==> src/rtl/rgb_to_yuv_encoder.sv <==
// Streams a packed RGB frame from SRAM, converts it to Y/U/V (U/V halved horizontally) and writes
// the decoder's segment layout back. Repeating 16-cycle schedule: reads for group g+1 overlap g.
module rgb_to_yuv_encoder #(
  parameter int unsigned IMG_WIDTH  = 320,
  parameter int unsigned IMG_HEIGHT = 240,
  parameter int unsigned RGB_BASE   = 146944,
  parameter int unsigned Y_BASE     = 0,
  parameter int unsigned U_BASE     = 38400,
  parameter int unsigned V_BASE     = 57600,
  parameter int unsigned RD_LAT     = 2
) (
  input  logic        Clock,
  input  logic        Reset,
  input  logic        start,
  input  logic [15:0] SRAM_read_data,
  output logic [17:0] SRAM_address,
  output logic [15:0] SRAM_write_data,
  output logic        SRAM_we_n,
  output logic        busy,
  output logic        done
);

  localparam int unsigned NumGroups = IMG_WIDTH * IMG_HEIGHT / 4;
  localparam int unsigned CapFirst  = RD_LAT + 1;
  localparam int unsigned CapLast   = RD_LAT + 6;

  typedef enum logic [2:0] {StIdle, StLeadIn, StCommon, StLeadOut, StDone} state_e;

  state_e            state_q, state_d;
  logic [3:0]        cyc_q, cyc_d;
  logic [17:0]       grp_q, grp_d;
  logic [5:0][15:0]  rbuf_q, rbuf_d;
  logic [11:0][7:0]  wbuf_q, wbuf_d;
  logic [3:0][7:0]   y_q, y_d, u_q, u_d, v_q, v_d;
  logic [17:0]       addr_q, addr_d;
  logic [15:0]       wdata_q, wdata_d;
  logic              we_n_q, we_n_d, busy_q, busy_d, done_q, done_d;

  // Compute slot: cycles 0..11 hold pixel (cyc/3), component (cyc%3)
  logic [1:0]        pix, comp;
  logic [3:0]        r_idx;
  logic [2:0]        cap_idx;
  logic [7:0]        r8, g8, b8, clipped;
  logic signed [31:0] c_r, c_g, c_b, c_off, sum, shifted;
  logic [8:0]        u_avg0, u_avg1, v_avg0, v_avg1;
  logic [17:0]       wgrp;

  always_comb begin
    pix     = 2'(cyc_q / 4'd3);
    comp    = 2'(cyc_q % 4'd3);
    r_idx   = 4'd11 - {1'b0, pix, 1'b0} - {2'b00, pix};
    r8      = wbuf_q[r_idx];
    g8      = wbuf_q[r_idx - 4'd1];
    b8      = wbuf_q[r_idx - 4'd2];
    unique case (comp)
      2'd0:    begin c_r = 32'sd16843; c_g = 32'sd33030;  c_b = 32'sd6423;  c_off = 32'sd16 <<< 16; end
      2'd1:    begin c_r = -32'sd9699; c_g = -32'sd19071; c_b = 32'sd28770; c_off = 32'sd128 <<< 16; end
      default: begin c_r = 32'sd28770; c_g = -32'sd24117; c_b = -32'sd4653; c_off = 32'sd128 <<< 16; end
    endcase
    sum = c_r * $signed({24'd0, r8}) + c_g * $signed({24'd0, g8}) + c_b * $signed({24'd0, b8})
        + c_off + 32'sd32768;
    shifted = sum >>> 16;
    if (shifted < 0)              clipped = 8'd0;
    else if (shifted > 32'sd255)  clipped = 8'd255;
    else                          clipped = shifted[7:0];
    u_avg0  = {1'b0, u_q[0]} + {1'b0, u_q[1]} + 9'd1;
    u_avg1  = {1'b0, u_q[2]} + {1'b0, u_q[3]} + 9'd1;
    v_avg0  = {1'b0, v_q[0]} + {1'b0, v_q[1]} + 9'd1;
    v_avg1  = {1'b0, v_q[2]} + {1'b0, v_q[3]} + 9'd1;
    cap_idx = 3'(cyc_q - 4'(CapFirst));
    wgrp    = grp_q - 18'd1;
  end

  always_comb begin
    state_d = state_q;
    cyc_d   = cyc_q;
    grp_d   = grp_q;
    rbuf_d  = rbuf_q;
    wbuf_d  = wbuf_q;
    y_d     = y_q;
    u_d     = u_q;
    v_d     = v_q;
    addr_d  = addr_q;
    wdata_d = wdata_q;
    we_n_d  = 1'b1;
    busy_d  = busy_q;
    done_d  = 1'b0;
    unique case (state_q)
      StIdle: begin
        // A start landing on the done cycle belongs to the finished frame
        if (start && !done_q) begin
          state_d = StLeadIn;
          busy_d  = 1'b1;
          cyc_d   = 4'd0;
          grp_d   = 18'd0;
        end
      end
      StDone: begin
        done_d  = 1'b1;
        busy_d  = 1'b0;
        state_d = StIdle;
      end
      default: begin
        cyc_d = cyc_q + 4'd1;
        if (cyc_q == 4'd15) grp_d = grp_q + 18'd1;
        if ((state_q == StLeadIn || state_q == StCommon) && cyc_q < 4'd6) begin
          addr_d = 18'(RGB_BASE) + grp_q * 18'd6 + {14'd0, cyc_q};
        end
        if (cyc_q >= 4'(CapFirst) && cyc_q <= 4'(CapLast)) rbuf_d[3'd5 - cap_idx] = SRAM_read_data;
        if (cyc_q == 4'd15) wbuf_d = rbuf_q;
        if (grp_q != 18'd0) begin
          if (cyc_q < 4'd12) begin
            unique case (comp)
              2'd0:    y_d[pix] = clipped;
              2'd1:    u_d[pix] = clipped;
              default: v_d[pix] = clipped;
            endcase
          end else begin
            we_n_d = 1'b0;
            unique case (cyc_q[1:0])
              2'd0: begin addr_d = 18'(Y_BASE) + (wgrp << 1);        wdata_d = {y_q[0], y_q[1]}; end
              2'd1: begin addr_d = 18'(Y_BASE) + (wgrp << 1) + 18'd1; wdata_d = {y_q[2], y_q[3]}; end
              2'd2: begin addr_d = 18'(U_BASE) + wgrp; wdata_d = {u_avg0[8:1], u_avg1[8:1]}; end
              default: begin addr_d = 18'(V_BASE) + wgrp; wdata_d = {v_avg0[8:1], v_avg1[8:1]}; end
            endcase
          end
        end
        if (state_q == StLeadIn && cyc_q == 4'(RD_LAT - 1)) state_d = StCommon;
        if (state_q == StCommon && cyc_q == 4'd5 && grp_q == 18'(NumGroups - 1)) begin
          state_d = StLeadOut;
        end
        if (state_q == StLeadOut && cyc_q == 4'd15 && grp_q == 18'(NumGroups)) state_d = StDone;
      end
    endcase
  end

  always_ff @(posedge Clock or posedge Reset) begin
    if (Reset) begin
      state_q <= StIdle;
      cyc_q   <= '0;
      grp_q   <= '0;
      rbuf_q  <= '0;
      wbuf_q  <= '0;
      y_q     <= '0;
      u_q     <= '0;
      v_q     <= '0;
      addr_q  <= '0;
      wdata_q <= '0;
      we_n_q  <= 1'b1;
      busy_q  <= 1'b0;
      done_q  <= 1'b0;
    end else begin
      state_q <= state_d;
      cyc_q   <= cyc_d;
      grp_q   <= grp_d;
      rbuf_q  <= rbuf_d;
      wbuf_q  <= wbuf_d;
      y_q     <= y_d;
      u_q     <= u_d;
      v_q     <= v_d;
      addr_q  <= addr_d;
      wdata_q <= wdata_d;
      we_n_q  <= we_n_d;
      busy_q  <= busy_d;
      done_q  <= done_d;
    end
  end

  assign SRAM_address    = addr_q;
  assign SRAM_write_data = wdata_q;
  assign SRAM_we_n       = we_n_q;
  assign busy            = busy_q;
  assign done            = done_q;

endmodule

==> config.mk <==
export PLATFORM = sky130hd
export DESIGN_NAME = rgb_to_yuv_encoder
export DESIGN_NICKNAME = d
export VERILOG_FILES = /design/src/rtl/rgb_to_yuv_encoder.sv
export SDC_FILE = /design/constraint.sdc
export NUM_CORES = 2
export LEC_CHECK = 0
export CORE_ASPECT_RATIO = 0.6
export CORE_MARGIN = 2
export CORE_UTILIZATION = 32
export CTS_CLUSTER_SIZE = 25
export DETAILED_ROUTE_END_ITERATION = 12
export GPL_TIMING_DRIVEN = 0
export MAX_ROUTING_LAYER = met4
export PLACE_DENSITY_LB_ADDON = 0.1
export REMOVE_ABC_BUFFERS = 1
export SYNTH_ARGS = -nofsm -noshare
export SYNTH_HDL_FRONTEND = slang
export SYNTH_SLANG_ARGS = --single-unit
==> constraint.sdc <==
create_clock -name Clock -period 14.2 [get_ports Clock]
set_input_delay 2.13 -clock Clock [delete_from_list [all_inputs] [get_ports Clock]]
set_output_delay 2.13 -clock Clock [all_outputs]
set_load 0.02 [all_outputs]
Yosys cells after proc, flatten, opt, wreduce, memory -nomap -nowiden --
Cells that the tools add are included.
Cells by class: $lt $le $gt $ge 13, reduce and logical (&&, ||, !) cells 31, equal/unequal tests 13, muxes and demuxes 41, div/mod/pow operators 2, bitwise operators 4, multipliers 4, add/sub/neg operators 26
Operators by type and width (count):
- 32-bit case mux with 2 select lines | 3
- 32-bit adder | 3
- 8-bit binary-select mux with 4-bit select | 3
- 32-bit bitwise mux | 3
- 96-bit bitwise mux | 1
- 32-bit by 9-bit multiplier with 32-bit output | 3
- 18-bit two-way mux | 5
- 18-bit case mux with 3 select lines | 1
- 16-bit demux with 3-bit select | 1
- 8-bit two-way mux | 6
- 16-bit case mux with 3 select lines | 1
- 16-bit by 18-bit adder with 18-bit output (first input constant) | 2
- 18-bit by 1-bit adder with 18-bit output (second input constant) | 2
- 8-bit by 8-bit adder with 9-bit output | 4
- 9-bit by 1-bit adder with 9-bit output (second input constant) | 4
- 18-bit by 15-bit == test with 1-bit output (second input constant) | 2
- 18-bit case mux with 2 select lines | 1
- 32-bit by 17-bit adder with 32-bit output (second input constant) | 1
- 24-bit two-way mux | 1
- 18-bit adder (first input constant) | 1
- 18-bit by 4-bit adder with 18-bit output | 1
- 18-bit by 2-bit multiplier with 17-bit output (second input constant) | 1
- 18-bit nonzero test | 1
- 18-bit by 1-bit subtractor with 18-bit output (second input constant) | 1
- 49 further kinds | 82
Storage, ports and cells: logic and storage cells 172, input port bits 19, output and inout port bits 37, register bits after elaboration 350

Longest topological paths before layout --
word-level depth 15, depth in mapped cells 49, depth with buffers taken out 43

Worst setup path before layout --
No wires, ideal clock.
path type register to register, from register cyc_q[2], to register u_q[0] (netlist bit), data required time 14.075 ns, path buffers 6, period minus slack after synthesis 12.390 ns, setup time 0.125 ns, slack 1.810 ns, cell stages (with the launch flop) 46, arrival 12.265 ns, path through dfrtp_1 > nor2b_1 > ha_1 > inv_1 > ha_1 > nor2b_1 > a221oi_2 > ha_1 > a31o_1 > buf_6 > clkbuf_1 > clkbuf_1 > ha_1 > clkinv_1 > clkbuf_1 > mux4_2 > o21ai_1 > nand3_1 > (+10 left out) > fa_1 > inv_1 > fa_1 > inv_1 > ha_1 > clkbuf_1 > a211oi_1 > o21bai_1 > a2111o_1 > a31oi_1 > o21ai_0 > xor2_1 > mux2i_1 > nand3_1 > a2111oi_4 > a21oi_2 > buf_2 > mux2_2
Between the ends: cells in the longest elaborated chain, start to end 15, elaborated cells between the ends (all ways) 37, classes of those cells 8 x add/sub; 3 x mul; 2 x div; 5 x order compare; 1 x eq/ne; 15 x mux; 3 x reduce/logical
Ends and longest elaborated chain:
- from (decl) | line 30 | logic [3:0] cyc_q, cyc_d;
- from (signal assigned) | line 154 | cyc_q <= cyc_d;
- 4-bit by 2-bit divider with 4-bit output | line 49 | pix = 2'(cyc_q / 4'd3);
- 4-bit by 3-bit subtractor with 4-bit output | line 51 | r_idx = 4'd11 - {1'b0, pix, 1'b0} - {2'b00, pix};
- 4-bit by 2-bit subtractor with 4-bit output | line 51
- 4-bit by 1-bit subtractor with 4-bit output | line 53 | g8 = wbuf_q[r_idx - 4'd1];
- 8-bit binary-select mux with 4-bit select | line 53
- 8-bit two-way mux (not written as such) | line 53
- 32-bit by 9-bit multiplier with 32-bit output | line 60 | sum = c_r * $signed({24'd0, r8}) + c_g * $signed({24'd0, g8}) + c_b * $signed({24'd0, b8})
- 32-bit adder (2 in series) | line 60
- 32-bit adder | line 61 | + c_off + 32'sd32768;
- 32-bit by 17-bit adder with 32-bit output | line 61
- 16-bit by 9-bit greater-than comparator with 1-bit output | line 64 | else if (shifted > 32'sd255) clipped = 8'd255;
- 8-bit two-way mux | line 64
- 8-bit two-way mux | line 63 | if (shifted < 0) clipped = 8'd0;
- 32-bit bitwise mux | line 115 | 2'd1: u_d[pix] = clipped;
- to (signal assigned) | line 159 | u_q <= u_d;
- to (decl) | line 34 | logic [3:0][7:0] y_q, y_d, u_q, u_d, v_q, v_d;
Parallel ways exist; a longest one is shown, timed or not. The select of a mux whose other input is x is not followed. A chain may end at the register's enable or synchronous reset.

Worst setup path in the final report --
from register cyc_q[2], to register v_q[31] (netlist bit)
Between the ends: cells in the longest elaborated chain, start to end 15, elaborated cells between the ends (all ways) 39, classes of those cells 8 x add/sub; 3 x mul; 2 x div; 5 x order compare; 1 x eq/ne; 15 x mux; 1 x bitwise; 4 x reduce/logical
Ends and longest elaborated chain:
- 4-bit by 2-bit divider with 4-bit output | line 49
- 4-bit by 3-bit subtractor with 4-bit output | line 51
- 4-bit by 2-bit subtractor with 4-bit output | line 51
- 4-bit by 1-bit subtractor with 4-bit output | line 53
- 8-bit binary-select mux with 4-bit select | line 53
- 8-bit two-way mux (not written as such) | line 53
- 32-bit by 9-bit multiplier with 32-bit output | line 60
- 32-bit adder (2 in series) | line 60
- 32-bit adder | line 61
- 32-bit by 17-bit adder with 32-bit output | line 61
- 16-bit by 9-bit greater-than comparator with 1-bit output | line 64
- 8-bit two-way mux | line 64
- 8-bit two-way mux | line 63
- 32-bit bitwise mux | line 116 | default: v_d[pix] = clipped;
- to (signal assigned) | line 160 | v_q <= v_d;
- to (decl) | line 34
Parallel ways exist; a longest one is shown, timed or not. The select of a mux whose other input is x is not followed.

==> impl_metrics.ini <==
[clocking]
clkTransAtPathRegs_ps = 70
ctsHtreeMaxLevel = 2
insertion_delay_ps = 560
cts-root-buf = clkbuf_16
cts_num_sinks = 350
cts_tree = done
cts-buffers-inserted = 34
cts_hold_buf = 0
clock_path_buffers = 3

[timing]
slew_headroom = 0.0610
drv_slew = 0
tightest_slew_ps = 1390
fin_crit_ps = 13790
hold_viol = 0
fmax_ghz = 0.0725
finalSetupViolations = 0
rsz0062_at_grt = no
finClkSkew_ps = 27.5
timing.final.crit_share = 0.971

[power_and_ir_drop]
p_sw_mw = 3.12
p_sw_frac = 0.503
ir_drop_uv = 327
p_seq_frac = 0.213
p_clk_frac = 0.159
powerDensity_nw_per_um2 = 170
internal_power_mw = 3.08
leakagePower_nw = 17.6
combinationalPowerShare = 0.627

[grt]
grt_use_total = 0.210
grt-ovfl-total = 0
grt_pass1_wl_um = 159000
antenna_found_initial = 2
grt_pass1_vias = 23300
grt_start_max_net_pins = 119

[detailed_routing]
route.antenna.remaining_nets = 0
wl_met3_um = 8570
drt_iter0_markers = 2102
wl_met1_um = 61700
via_per_inst = 4.97
firstDrtPassIters = 5
wl_met2_um = 34500
wl_um = 105000
vias = 23400
drc = 0
top_layer = met4
wl_per_cell_um = 22.4

[run_status]
status = finished, final reports clean

[setup_path]
worst-path-max-fanout = 53
crit_slowest_cell = dfrtp_2
worst_ep_required_time_ps = 14640
path_buf_inv = 9
critPathCaptureType = flip-flop
crit_family = adder cells
cp_slowest_stage_delay_ps = 670
cp_common_cell = inv_1
cp-start-kind = flip-flop
cp_data_arrival_time_ps = 14230
path_class = reg -> reg

[yosys]
syn-mean-instance-area_sq_um = 9.74
synth_compound_area_frac = 0.0825
muxShareOfSynthArea = 0.104
ys.flop_type = dfrtp_1
ys_seq_elements = 350
synth_edf_count = 0
syn_inst = 3355
netlist.area_leader.share = 0.267
synthTopCellsByArea = dfrtp_1, fa_1, ha_1, inv_1, mux2_2
synthAdderAreaFrac = 0.321
ys_seq_area_frac = 0.268
synth_top_area_cell = dfrtp_1
yosysWarnings = 0
syn_area_sq_um = 32700
synth.distinct_cells = 74
synth_xor_area_frac = 0.0308
synth_async_sr_flop_share = 1.00
synth_simple_gate_area_frac = 0.110
synth_top_family_by_area = adder cells

[placement]
hpwl_um = 83600
gp_congestion = 0.947
place.port_buffers = 55
placedInstanceArea_sq_um = 35000

[worst_hold_path]
hold_path_class = reg -> reg

[final_layout]
final_area_sq_um = 36500
final_cell_mix = inv_1, nand2_1, fa_1
multi_input_area_sq_um = 21500
drive_gt1_frac = 0.114
final_nets = 4000
finalCoreUtilization = 0.361
fillCellCount = 10400
register_area_sq_um = 8760
final_common_cell = inv_1
syn2layout_area_growth_pct = 11.5

[run]
max_cap_viol_count = 0

[die]
start_util = 0.324
die_width_um = 417
ios = 56
die_h_um = 252
dieArea_sq_um = 105000
num_rows = 90
core_area_sq_um = 101000
==> per-stage QoR <==
stage	hold slack (ps)	setup slack (ps)	std cells	setup TNS [ps]	total power, mW
final	458	405	4716	0	6.20
after global routing	482	27.0	4715	0	6.66
after CTS	454	168	4713	0	6.09
after detailed placement	447	-4360	4647	-412410	5.05
after global placement	445	-8280	4622	-1885020	5.06
after floorplan	433	608	3233	0	3.66
==> worst min-delay path: stages (launching register included) <==
cell and delay [ps]:
dfrtp_1 350, nand2_1 50, nand2_1 50
==> cells in the mapped netlist, types with 7 or more instances <==
cell,instances
a222oi_1,7
nor2b_1,11
a21oi_1,124
dfrtp_1,349
nor2_1,154
nand2b_1,14
nand2_1,518
buf_2,9
buf_1,16
mux4_2,31
clkbuf_1,96
ha_1,267
xnor2_1,78
o22ai_1,22
nand4_1,14
nand3_1,38
and2_1,27
fa_1,357
o21bai_1,13
a221o_1,11
a21oi_2,8
xor2_1,37
mux2i_1,47
and3_1,9
mux2_2,197
inv_1,606
a211oi_1,8
a21o_1,26
o21a_1,13
a221oi_1,31
o21ai_0,88
nor3_1,33
==> kinds of logic (layout without fill, tap and decap cells) <==
kind of cell	after synthesis	in the layout
simple gates	850	850
other cells	0	2
buf+inv	731	755
flops	350	350
mux	275	275
compound gates	410	411
fa+ha+maj	624	624
xor+xnor	115	115
==> timing repair <==
item	in CTS	in global routing
pin swaps	2	1
gates resized for setup	28	25
cloned	1	0
endpoints found under the setup margin	96	96
hold endpoints to repair	0	0
setup buffers	6	1
==> worst paths after layout <==
| kind | startpoint | endpoint | slack (ps) | depth (start not counted) |
|---|---|---|---|---|
| worst min register to register | rbuf_q[10]$_DFFE_PP0P_ | wbuf_q[10]$_DFFE_PP0P_ | 460 | 2 |
| worst max register to register | cyc_q[2]$_DFFE_PP0P_ | v_q[31]$_DFFE_PP0P_ | 410 | 41 |
| max in group asynchronous | Reset | rbuf_q[13]$_DFFE_PP0P_ | 10850 | 4 |
| min in group asynchronous | Reset | SRAM_address[1]$_DFFE_PP0P_ | 1940 | 2 |
| worst min-delay path | rbuf_q[10]$_DFFE_PP0P_ | wbuf_q[10]$_DFFE_PP0P_ | 460 | 2 |
| worst max-delay path | cyc_q[2]$_DFFE_PP0P_ | v_q[31]$_DFFE_PP0P_ | 410 | 41 |
==> registers in the layout, summed over array words and instances (netlist names) <==
name,cells
rbuf_q,96
wbuf_q,96
u_q,32
v_q,32
y_q,32
SRAM_address,18
grp_q,18
SRAM_write_data,16
cyc_q,4
state_q,3
SRAM_we_n,1
busy,1
done,1
==> per-layer routing <==
layer  GRT usage  vias up
li1            -    10800
met1       0.369    11900
met2       0.228      679
met3      0.0545       48
met4      0.0164        0
met5           -        -
==> power by group through the flow <==
| stage | registers [mW] | logic, mW | clock network, mW |
|---|---|---|---|
| finish | 1.32 | 3.89 | 0.988 |
| global route | 1.35 | 4.25 | 1.06 |
| CTS | 1.32 | 3.74 | 1.02 |
| detailed placement | 1.34 | 3.71 | 0 |
| global placement | 1.34 | 3.72 | 0 |
| floorplan | 1.34 | 2.32 | 0 |
==> cell type report <==
type	instances	share of cell area
Multi-Input combinational cell	2275	0.589
Timing Repair Buffer	87	0.0295
Antenna cell	2	0.000137
Inverter	609	0.0634
Clock inverter	9	0.00391
Sequential cell	350	0.240
Tap cell	1334	0.0458
Clock buffer	50	0.0280
(Power assumes the default switching activity.)
